--- config.mk ---
export PLATFORM = sky130hd
export DESIGN_NAME = shift_add_multiplier
export DESIGN_NICKNAME = d
export VERILOG_FILES = /design/src/rtl/shift_add_multiplier.sv
export SDC_FILE = /design/constraint.sdc
export NUM_CORES = 1
export LEC_CHECK = 0
export ABC_AREA = 1
export CORE_ASPECT_RATIO = 2
export CORE_MARGIN = 3
export CORE_UTILIZATION = 51
export CTS_BUF_LIST = sky130_fd_sc_hd__clkbuf_16
export DETAILED_ROUTE_END_ITERATION = 8
export GPL_ROUTABILITY_DRIVEN = 1
export PLACE_DENSITY_LB_ADDON = 0.08
export SYNTH_ARGS = -nofsm -noshare
export SYNTH_HDL_FRONTEND = slang
export SYNTH_SLANG_ARGS = --single-unit
--- constraint.sdc ---
create_clock -name clk -period 1.65 [get_ports clk]
set_input_delay 0.33 -clock clk [delete_from_list [all_inputs] [get_ports clk]]
set_output_delay 0.33 -clock clk [all_outputs]
set_load 0.02 [all_outputs]
--- src/rtl/shift_add_multiplier.sv ---
// Sequential unsigned shift-add multiplier with valid/ready handshakes.
// Define MULT_EARLY_TERM_EN to stop once the remaining multiplier bits are zero.
module carry_lookahead_adder #(
  parameter int WIDTH = 16
) (
  input  logic [WIDTH-1:0] a,
  input  logic [WIDTH-1:0] b,
  input  logic             cin,
  output logic [WIDTH-1:0] sum,
  output logic             cout
);
  logic [WIDTH-1:0] g;
  logic [WIDTH-1:0] p;
  logic [WIDTH:0]   c;
  logic             term;
  logic             prop;

  assign g = a & b;
  assign p = a ^ b;

  // Each carry is a flat sum of generate terms gated by propagate chains
  always_comb begin
    c    = '0;
    term = 1'b0;
    prop = 1'b0;
    c[0] = cin;
    for (int i = 0; i < WIDTH; i++) begin
      term = g[i];
      prop = p[i];
      for (int j = i - 1; j >= 0; j--) begin
        term = term | (prop & g[j]);
        prop = prop & p[j];
      end
      c[i+1] = term | (prop & cin);
    end
  end

  assign sum  = p ^ c[WIDTH-1:0];
  assign cout = c[WIDTH];
endmodule

module shift_add_multiplier #(
  parameter int WIDTH = 8
) (
  input  logic               clk,
  input  logic               rst_n,
  input  logic               i_valid,
  output logic               o_ready,
  input  logic [WIDTH-1:0]   i_op_a,
  input  logic [WIDTH-1:0]   i_op_b,
  output logic               o_valid,
  input  logic               i_ready,
  output logic [2*WIDTH-1:0] o_product
);
  localparam int PW = 2 * WIDTH;
  localparam int CW = $clog2(WIDTH + 1);

  typedef enum logic [1:0] {
    IDLE,
    RUN,
    DONE
  } state_t;

  state_t          state;
  state_t          state_nx;
  logic [PW-1:0]   a_q;
  logic [PW-1:0]   acc_q;
  logic [PW-1:0]   prod_q;
  logic [PW-1:0]   sum;
  logic [PW-1:0]   acc_nx;
  logic [WIDTH-1:0] b_q;
  logic [CW-1:0]   cnt_q;
  logic            last;
  logic            skip;
  logic            cout_unused;

  carry_lookahead_adder #(
    .WIDTH(PW)
  ) u_cla (
    .a   (acc_q),
    .b   (a_q),
    .cin (1'b0),
    .sum (sum),
    .cout(cout_unused)
  );

  assign acc_nx = b_q[0] ? sum : acc_q;

`ifdef MULT_EARLY_TERM_EN
  assign last = (b_q[WIDTH-1:1] == '0) || (cnt_q == CW'(WIDTH - 1));
  assign skip = (i_op_b == '0);
`else
  assign last = (cnt_q == CW'(WIDTH - 1));
  assign skip = 1'b0;
`endif

  always_comb begin
    state_nx = state;
    o_ready  = 1'b0;
    o_valid  = 1'b0;
    unique case (state)
      IDLE: begin
        o_ready = 1'b1;
        if (i_valid) state_nx = skip ? DONE : RUN;
      end
      RUN: begin
        if (last) state_nx = DONE;
      end
      DONE: begin
        o_valid = 1'b1;
        if (i_ready) state_nx = IDLE;
      end
      default: state_nx = IDLE;
    endcase
  end

  always_ff @(posedge clk or negedge rst_n) begin
    if (!rst_n) begin
      state  <= IDLE;
      a_q    <= '0;
      b_q    <= '0;
      acc_q  <= '0;
      cnt_q  <= '0;
      prod_q <= '0;
    end else begin
      state <= state_nx;
      if (state == IDLE && i_valid) begin
        a_q   <= PW'(i_op_a);
        b_q   <= i_op_b;
        acc_q <= '0;
        cnt_q <= '0;
        if (skip) prod_q <= '0;
      end else if (state == RUN) begin
        acc_q <= acc_nx;
        a_q   <= a_q << 1;
        b_q   <= b_q >> 1;
        cnt_q <= cnt_q + 1'b1;
        if (last) prod_q <= acc_nx;
      end
    end
  end

  assign o_product = prod_q;
endmodule

==> impl_metrics.env, run 1 <==
export IMPL_outcome="complete, but fails checks"
export IMPL_violations="negative setup slack"
export IMPL_wl_mm=9.05
export IMPL_leakage_nw=2.39
export IMPL_vdd_ir_drop_worst_mv=1.30
export IMPL_swShare_pct=43.7
export IMPL_synthTopCellsByCount="135 x nand2_1, 62 x dfrtp_1, 46 x inv_1"
export IMPL_internal_power_mw=6.11
export IMPL_synth_edf_count=0
export IMPL_crit_fanout=5
export IMPL_fin_skew_ns=0.00603
export IMPL_grt_util_met1_pct=25.6
export IMPL_grt_max_degree=37
export IMPL_startpoint_type="flop"
export IMPL_crit_top_cell="nand2_1"
export IMPL_layout_min_cycle_time_ns=1.83
export IMPL_synth_largest_area_cell="dfrtp_1"
export IMPL_switchingPower_mw=4.75
export IMPL_finalHoldViolCount=0
export IMPL_period_share_pct=111
export IMPL_power_mw=10.9
export IMPL_cp_slowest_cell="dfrtp_1"
export IMPL_crit_required_ns=1.87
export IMPL_synth_cell_types=38
export IMPL_numCtsBuffers=9
export IMPL_fin_area_um2=4740
export IMPL_synth_warnings=0
export IMPL_p_per_area_nw_per_um2=2290
export IMPL_seq_area_frac_synth_pct=45.4
export IMPL_worst_pin_slew_ns=0.437
export IMPL_crit_chain="ha_4 > nand2_4 > inv_4 > a21oi_4 > nand2_4 > a21o_4 > nand2_2 > nand2_1 > nand2_1 > nand3_2 > nand3_2 > nand2_1"
export IMPL_row_count=41
export IMPL_syn_inst=422
export IMPL_clk_pin_slew_ns=0.05
export IMPL_syn_area_per_cell_um2=8.10
export IMPL_die_x_um=63.9
export IMPL_dieArea_um2=7780
export IMPL_ys_ff_latch=62
export IMPL_drt_wirelength_per_cell_um=15.2
export IMPL_gr_total_overflow=0
export IMPL_final_fill_count=480
export IMPL_fin_nets=542
export IMPL_diodes=0
export IMPL_core_um2=6410
export IMPL_synth_most_common_cell="nand2_1"
export IMPL_holdWs_ns=0.431
export IMPL_rsz0062_at_grt="true"
export IMPL_place_area_um2=4190
export IMPL_grt_pass1_wl_mm=14.1
export IMPL_seqPwrFrac_pct=25.1
export IMPL_netlist_area_leader_share_pct=45.4
export IMPL_antenna_found_initial=0
export IMPL_combPwrFrac_pct=60.1
export IMPL_vias=3123
export IMPL_dr_pass1_iters=4
export IMPL_cts_sinks=62
export IMPL_multi_input_area_um2=1870
export IMPL_finalWorstSetupSlack_ns=-0.181
export IMPL_cp_end_kind="flop"
export IMPL_grt_busiest_layer="met2"
export IMPL_critical_path_class="flop to flop"
export IMPL_htreeDepth=3
export IMPL_grt_met2_usage_pct=43.4
export IMPL_tns_ns=-2.12
export IMPL_drc=0
export IMPL_maxCapViolations=0
export IMPL_synthArstFlopShare_pct=100
export IMPL_drive_above_1_share_pct=26.8
export IMPL_ys_flop_type="dfrtp_1"
export IMPL_crit_family="simple AND/OR/NAND/NOR gates"
export IMPL_syn_to_final_growth_pct=38.8
export IMPL_max_slew_margin_pct=70.8
export IMPL_portBuffers=37
export IMPL_root_buffer="clkbuf_16"
export IMPL_start_util_pct=53.3
export IMPL_fmax_mhz=546
export IMPL_slowest_delay_ns=0.41
export IMPL_die_y_um=122
export IMPL_clkPwrFrac_pct=14.8
export IMPL_synthTopCellsByArea="dfrtp_1 45%, nand2_1 15%, ha_1 5.9%"
export IMPL_crit_buf_inv=1
export IMPL_hpwl_mm=6.14
export IMPL_design_portCount=38
export IMPL_use_met3_pct=4.80
export IMPL_slew_violations=0
export IMPL_syn_num_nets=459
export IMPL_setup_viol=20
export IMPL_seq_area_um2=1550
export IMPL_final_antenna_net_count=0
export IMPL_hold_class="input port to async pin"
export IMPL_grt_pass1_vias=3178
export IMPL_vias_per_cell=5.26
export IMPL_drt_iter0_drc=141
export IMPL_grt_usage_pct=23.9
export IMPL_clkLatencyLatePin_ns=0.33
export IMPL_syn_area_um2=3420
export IMPL_clk_path_buf_depth=2
export IMPL_gp_congestion=0.879
export IMPL_cts_tree="yes"
export IMPL_crit_arrival_ns=2.05
## through the flow
step	cells	setup slack, ns	util [%]
after floorplan	422	-0.0395	-
after global placement	574	-0.135	65.4
after detailed placement	574	-0.177	65.4
after CTS	590	-0.170	71.1
after global routing	594	-0.249	74.0
final	594	-0.181	74.0
## layout make-up
class	count	area share [%]
clock inverters	5	0.448
flip-flops and latches	62	32.7
inverters	54	4.33
well taps	86	2.27
clock buffers	9	4.75
repair buffers	87	16.1
multi-input cells	291	39.4
## kinds of logic after synthesis
kind of cell / count (synthesis) / share of synthesized area (%)
AND/OR/NAND/NOR: 202 / 25.6
AO/OA/AOI/OAI: 70 / 13.9
buffers and inverters: 69 / 8.17
XOR/XNOR: 2 / 0.513
flip-flops: 62 / 45.4
adder cells (fa/ha/maj): 17 / 6.44
## state kept, by name, indices dropped and copies added (netlist names)
register,cells
state,2
cnt_q,4
acc_q,16
b_q,8
o_product,16
a_q,16
## path summary, 6_finish.rpt
kind	from	to	slack [ns]	depth (start not counted)
worst min-delay path	rst_n	o_product[3]	0.43	2
worst max-delay path	acc_q[4]	acc_q[11]	-0.18	12
max in group asynchronous	rst_n	b_q[3]	0.70	3
worst min register to register	o_product[7]	o_product[7]	0.47	2
worst max register to register	acc_q[4]	acc_q[11]	-0.18	12
min in group clk	o_product[7]	o_product[7]	0.47	2
## routing by layer
| layer | share of wire [%] | wire length, um |
|---|---|---|
| met5 | 0 | 0 |
| met2 | 54 | 4910 |
| met1 | 39 | 3510 |
| met3 | 4.3 | 391 |
| met4 | 2.7 | 245 |
## timing repair
| action | 4_1_cts | 5_1_grt |
|---|---|---|
| resized for setup | 27 | 38 |
| pin swaps | 9 | 26 |
| setup endpoints to repair | 28 | 30 |
| setup buffers | 1 | 4 |
| hold buffers | 1 | 0 |
| hold endpoints to repair | 12 | 0 |
## power groups by stage
| stage | clock, mW | sequential [mW] | combinational, mW |
|---|---|---|---|
| finish | 1.60 | 2.73 | 6.52 |
| global route | 1.69 | 2.79 | 7.19 |
| CTS | 1.63 | 2.70 | 5.93 |
| detailed placement | 0 | 2.68 | 5.62 |
| global placement | 0 | 2.68 | 5.47 |
| floorplan | 0 | 2.79 | 3.47 |
## layout by cell type (no fill, tap or decap), drive strengths merged
cell / synthesis / routed
nand2: 144 / 144
dfrtp: 62 / 62
inv: 53 / 55
buf: 10 / 50
nand3: 33 / 33
clkdlybuf4s50: 0 / 31
o21ai: 25 / 25
nor2: 17 / 17
ha: 16 / 16
o22ai: 10 / 10
clkbuf: 5 / 9
a21oi: 9 / 9
o221ai: 8 / 8
o211ai: 7 / 7
or2: 4 / 4
clkinv: 1 / 4
o21bai: 3 / 3
nor3: 3 / 3
a22o: 2 / 2
xor2: 2 / 2
dlymetal6s2s: 0 / 2
dlygate4sd2: 0 / 2
a21o: 1 / 1
nand4: 1 / 1
o2111ai: 1 / 1
a2bb2oi: 1 / 1
a22oi: 1 / 1
o31ai: 1 / 1
a32o: 1 / 1
fa: 1 / 1
dlygate4sd3: 0 / 1
clkdlybuf4s15: 0 / 1
(Power assumes the default switching activity.)
==> run 2, diff against run 1 <==
Settings changed: CORE_UTILIZATION 51 to 55, CTS_CLUSTER_SIZE from default to 30.
Clock period 1.65 ns to 2.15 ns, I/O delays scaled along.
==> run 2 against run 1 <==
Net effect: the flow now finishes without violations; die area is 6.8% lower; total power is 35% lower; setup slack better by 0.39 ns; register-to-register slack better by 0.43 ns; worst hold slack worse by 0.33 ns; final cell count is 11% lower; clock skew is 0.0012 ns lower; sequential cell count stayed put; first-iteration DRC count is 20% higher; sequential power is 25% lower; design area is 13% lower.
==> impl_metrics.env, run 2 (synthesis gave the netlist of run 1 again) <==
export IMPL_layout_cells_most_common_list="135 x nand2_1, 62 x dfrtp_1, 46 x inv_1, 36 x clkdlybuf4s50_1, 30 x nand3_1"
export IMPL_setup_worst_path_end="o_ready"
export IMPL_fmax_mhz=516
export IMPL_crit_family="buffers and inverters"
export IMPL_leakage_nw=2.08
export IMPL_fin_area_um2=4120
export IMPL_gp_congestion=0.851
export IMPL_cp_slowest_cell="clkdlybuf4s50_1"
export IMPL_layout_min_cycle_time_ns=1.94
export IMPL_postCtsHoldBufs=0
export IMPL_gr_total_overflow=0
export IMPL_drive_above_1_share_pct=11.4
export IMPL_regToRegSetupSlack_ns=0.25
export IMPL_crit_arrival_ns=1.51
export IMPL_power_mw=7.02
export IMPL_tns_ns=0
export IMPL_start_util_pct=56.9
export IMPL_portBuffers=37
export IMPL_place_area_um2=3880
export IMPL_p_per_area_nw_per_um2=1700
export IMPL_setup_viol=0
export IMPL_diodes=0
export IMPL_vdd_ir_drop_worst_mv=0.960
export IMPL_die_y_um=117
export IMPL_rsz0062_at_grt="false"
export IMPL_cts_tree="yes"
export IMPL_critPathLaunch="state[1]"
export IMPL_maxCapViolations=0
export IMPL_outcome="completed"
export IMPL_vias=2953
export IMPL_crit_fanout=3
export IMPL_core_um2=6010
export IMPL_design_portCount=38
export IMPL_drc=0
export IMPL_drt_wirelength_per_cell_um=15.1
export IMPL_fin_skew_ns=0.00484
export IMPL_clk_pin_slew_ns=0.05
export IMPL_slew_violations=0
export IMPL_worst_pin_slew_ns=0.431
export IMPL_fin_nets=501
export IMPL_reg2reg_depth=12
export IMPL_cts_setup_buffers=0
export IMPL_holdWs_ns=0.0998
export IMPL_grt_max_degree=63
export IMPL_crit_buf_inv=1
export IMPL_cts_sinks=62
export IMPL_crit_chain="nor2_2 > clkdlybuf4s50_1"
export IMPL_antenna_found_initial=0
export IMPL_crit_required_ns=1.72
export IMPL_startpoint_type="flop"
export IMPL_drt_iter0_drc=169
export IMPL_final_common_cell="nand2_1"
export IMPL_dieArea_um2=7250
export IMPL_numCtsBuffers=9
export IMPL_dr_pass1_iters=4
export IMPL_die_x_um=61.7
export IMPL_grt_pass1_wl_mm=13.6
export IMPL_hold_class="input port to async pin"
export IMPL_r2r_end="o_product[11]"
export IMPL_critical_path_depth=2
export IMPL_cp_end_kind="primary output"
export IMPL_clk_path_buf_depth=2
export IMPL_cts_resized_gates=0
export IMPL_hpwl_mm=5.78
export IMPL_wl_mm=7.99
export IMPL_slowest_delay_ns=0.62
export IMPL_worstReg2RegStart="a_q[4]"
export IMPL_period_share_pct=90.1
export IMPL_critical_path_class="flop to primary output"
export IMPL_grt_usage_pct=25.4
export IMPL_row_count=40
export IMPL_finalHoldViolCount=0
export IMPL_layout_cells_non_filler=529
export IMPL_vias_per_cell=5.58
export IMPL_root_buffer="clkbuf_16"
export IMPL_syn_to_final_growth_pct=20.6
export IMPL_clkLatencyLatePin_ns=0.33
export IMPL_grt_pass1_vias=3060
export IMPL_max_slew_margin_pct=71.2
export IMPL_final_antenna_net_count=0
export IMPL_placed_cells=516
export IMPL_htreeDepth=3
run 2: metrics by stage:
| stage | setup WS, ns | utilization [%] |
|---|---|---|
| after floorplan | 0.434 | - |
| after global placement | 0.303 | 64.6 |
| after detailed placement | 0.260 | 64.6 |
| after CTS | 0.191 | 68.6 |
| after global routing | 0.0527 | 68.6 |
| final | 0.213 | 68.6 |
run 2: worst min-delay path by stage:
stage                       startpoint            to  depth (start not counted)
after global routing             rst_n        a_q[3]                          2
after global placement    o_product[0]  o_product[0]                          2
after CTS                        rst_n        a_q[3]                          2
after detailed placement  o_product[0]  o_product[0]                          2
after floorplan                  rst_n        a_q[0]                          0
final                            rst_n        a_q[3]                          2
run 2: where the power goes:
part / internal, mW / switching [mW]
clock network: 0.744 / 0.464
logic: 1.47 / 2.29
registers: 1.69 / 0.357
total: 3.91 / 3.11
run 2: layout make-up:
cell class	instances	area (um2)
multi-input combinational	291	1590
clock buffer	9	225
tap	63	78.8
sequential	62	1550
fill	513	1890
inverter	54	203
timing repair buffer	46	458
clock inverter	4	17.5
run 2: layer usage:
layer  part of all wire [%]  vias up  GRT usage, %  wire length (um)
met4                    3.8        0          12.7               300
met3                    4.1       21          6.15               326
met5                      0        -             0                 0
met2                     56       56          42.7              4460
met1                     36     1409          28.1              2910
li1                       -     1467             -                 -
==> run 3, diff against run 2 <==
Settings changed: RECOVER_POWER from default to 100, SETUP_SLACK_MARGIN from default to 0.1.
==> run 3 against run 2 <==
Net effect: the flow now finishes with violations (max-capacitance violations, max-slew violations); first-iteration DRC count shrank 1.8%; register-to-register slack is essentially flat; clock power about the same; non-clock buffer count unchanged; sequential cell count is the same; routed wire length grew 0.84%; total power shrank 1.2%; clock-buffer cell count unchanged; largest cell class unchanged; highest routed layer unchanged.
==> impl_metrics.env, run 3 (synthesis gave the netlist of run 1 again) <==
export IMPL_final_antenna_net_count=0
export IMPL_top_layer="met4"
export IMPL_setup_viol=0
export IMPL_die_x_um=61.7
export IMPL_max_slew_margin_pct=-0.853
export IMPL_maxCapViolations=1
export IMPL_crit_fanout=3
export IMPL_vias=2949
export IMPL_final_common_cell="nand2_1"
export IMPL_wl_mm=8.06
export IMPL_clkLatencyLatePin_ns=0.33
export IMPL_worst_pin_slew_ns=1.51
export IMPL_cts_tree="yes"
export IMPL_design_portCount=38
export IMPL_root_buffer="clkbuf_16"
export IMPL_vdd_ir_drop_worst_mv=0.947
export IMPL_holdWs_ns=0.472
export IMPL_start_util_pct=56.9
export IMPL_regToRegSetupSlack_ns=0.24
export IMPL_hold_class="flop to flop"
export IMPL_fin_nets=501
export IMPL_finalWorstSetupSlack_ns=0.158
export IMPL_worstReg2RegStart="a_q[4]"
export IMPL_diodes=0
export IMPL_cts_resized_gates=0
export IMPL_rsz0062_at_grt="false"
export IMPL_hpwl_mm=5.78
export IMPL_period_share_pct=92.7
export IMPL_p_per_area_nw_per_um2=1700
export IMPL_die_y_um=117
export IMPL_clk_path_buf_depth=2
export IMPL_crit_arrival_ns=1.56
export IMPL_fin_skew_ns=0.00648
export IMPL_crit_required_ns=1.72
export IMPL_leakage_nw=2.09
export IMPL_fin_area_um2=4090
export IMPL_grt_max_degree=63
export IMPL_layout_min_cycle_time_ns=1.99
export IMPL_cts_setup_buffers=0
export IMPL_row_count=40
export IMPL_layout_cells_most_common_list="138 x nand2_1, 62 x dfrtp_1, 46 x inv_1, 31 x nand3_1, 22 x o21ai_0"
export IMPL_critPathLaunch="state[1]"
export IMPL_dr_pass1_iters=4
export IMPL_grt_pass1_vias=3060
export IMPL_critical_path_class="flop to primary output"
export IMPL_finalHoldViolCount=0
export IMPL_power_mw=6.93
export IMPL_utilization_pct=68.1
export IMPL_wl_met1_mm=2.98
export IMPL_post_place_ws_ns=0.260
export IMPL_htreeDepth=3
export IMPL_drt_iter0_drc=166
export IMPL_final_fill_count=521
export IMPL_slowest_delay_ns=0.69
export IMPL_fmax_mhz=502
export IMPL_dieArea_um2=7250
export IMPL_numCtsBuffers=9
export IMPL_placed_cells=516
export IMPL_cts_sinks=62
export IMPL_syn_to_final_growth_pct=19.7
export IMPL_place_area_um2=3880
export IMPL_layout_cells_non_filler=529
export IMPL_tns_ns=0
export IMPL_routed_wl_met2_mm=4.52
export IMPL_drc=0
export IMPL_clk_pin_slew_ns=0.05
export IMPL_violations="max-capacitance violations, max-slew violations"
export IMPL_cp_end_kind="primary output"
export IMPL_routed_wl_met3_um=305
export IMPL_drt_wirelength_per_cell_um=15.2
export IMPL_cp_slowest_cell="dlygate4sd3_1"
export IMPL_r2r_end="o_product[11]"
export IMPL_gr_total_overflow=0
export IMPL_crit_chain="nor2_2 > dlygate4sd3_1"
export IMPL_grt_usage_pct=25.4
export IMPL_drive_above_1_share_pct=9.66
export IMPL_vias_per_cell=5.57
export IMPL_setup_worst_path_end="o_ready"
export IMPL_core_um2=6010
export IMPL_gp_congestion=0.851
export IMPL_postCtsHoldBufs=0
export IMPL_startpoint_type="flop"
export IMPL_reg2reg_depth=12
export IMPL_outcome="complete, but fails checks"
export IMPL_antenna_found_initial=0
export IMPL_grt_pass1_wl_mm=13.6
export IMPL_slew_violations=63
export IMPL_portBuffers=37
-- run 3: worst min-delay path by stage --
stage	from	to	slack, ns	cells past startpoint
2_1_floorplan	rst_n	a_q[0]	0.13	0
5_1_grt	o_product[12]	o_product[12]	0.49	2
3_5_place_dp	o_product[0]	o_product[0]	0.46	2
6_report	o_product[0]	o_product[0]	0.47	2
3_3_place_gp	o_product[0]	o_product[0]	0.46	2
4_1_cts	rst_n	a_q[3]	0.11	2
-- run 3: cell type report --
class                      instances  area (um2)  share of cell area [%]
clock inverter                     4        17.5                   0.428
clock buffer                       9         225                    5.51
tap                               63        78.8                    1.93
multi-input combinational        291        1590                    39.0
timing repair buffer              46         420                    10.3
inverter                          54         203                    4.96
sequential                        62        1550                    37.9
-- run 3: critical path, delay by kind of cell, from the launching register on --
family        cells  cell delay, ns
buf+inv           1            0.69
simple gates      1            0.15
flops             1            0.40
-- run 3: power breakdown --
part           total (mW)  switching (mW)  internal (mW)
logic                3.66            2.26           1.39
clock network        1.21           0.468          0.744
registers            2.06           0.368           1.69
total                6.93            3.10           3.83
-- run 3: per-layer routing --
layer	track usage [%]	vias to the layer above
met1	28.1	1411
met5	0	-
met3	6.15	16
li1	-	1463
met2	42.7	59
met4	12.7	0
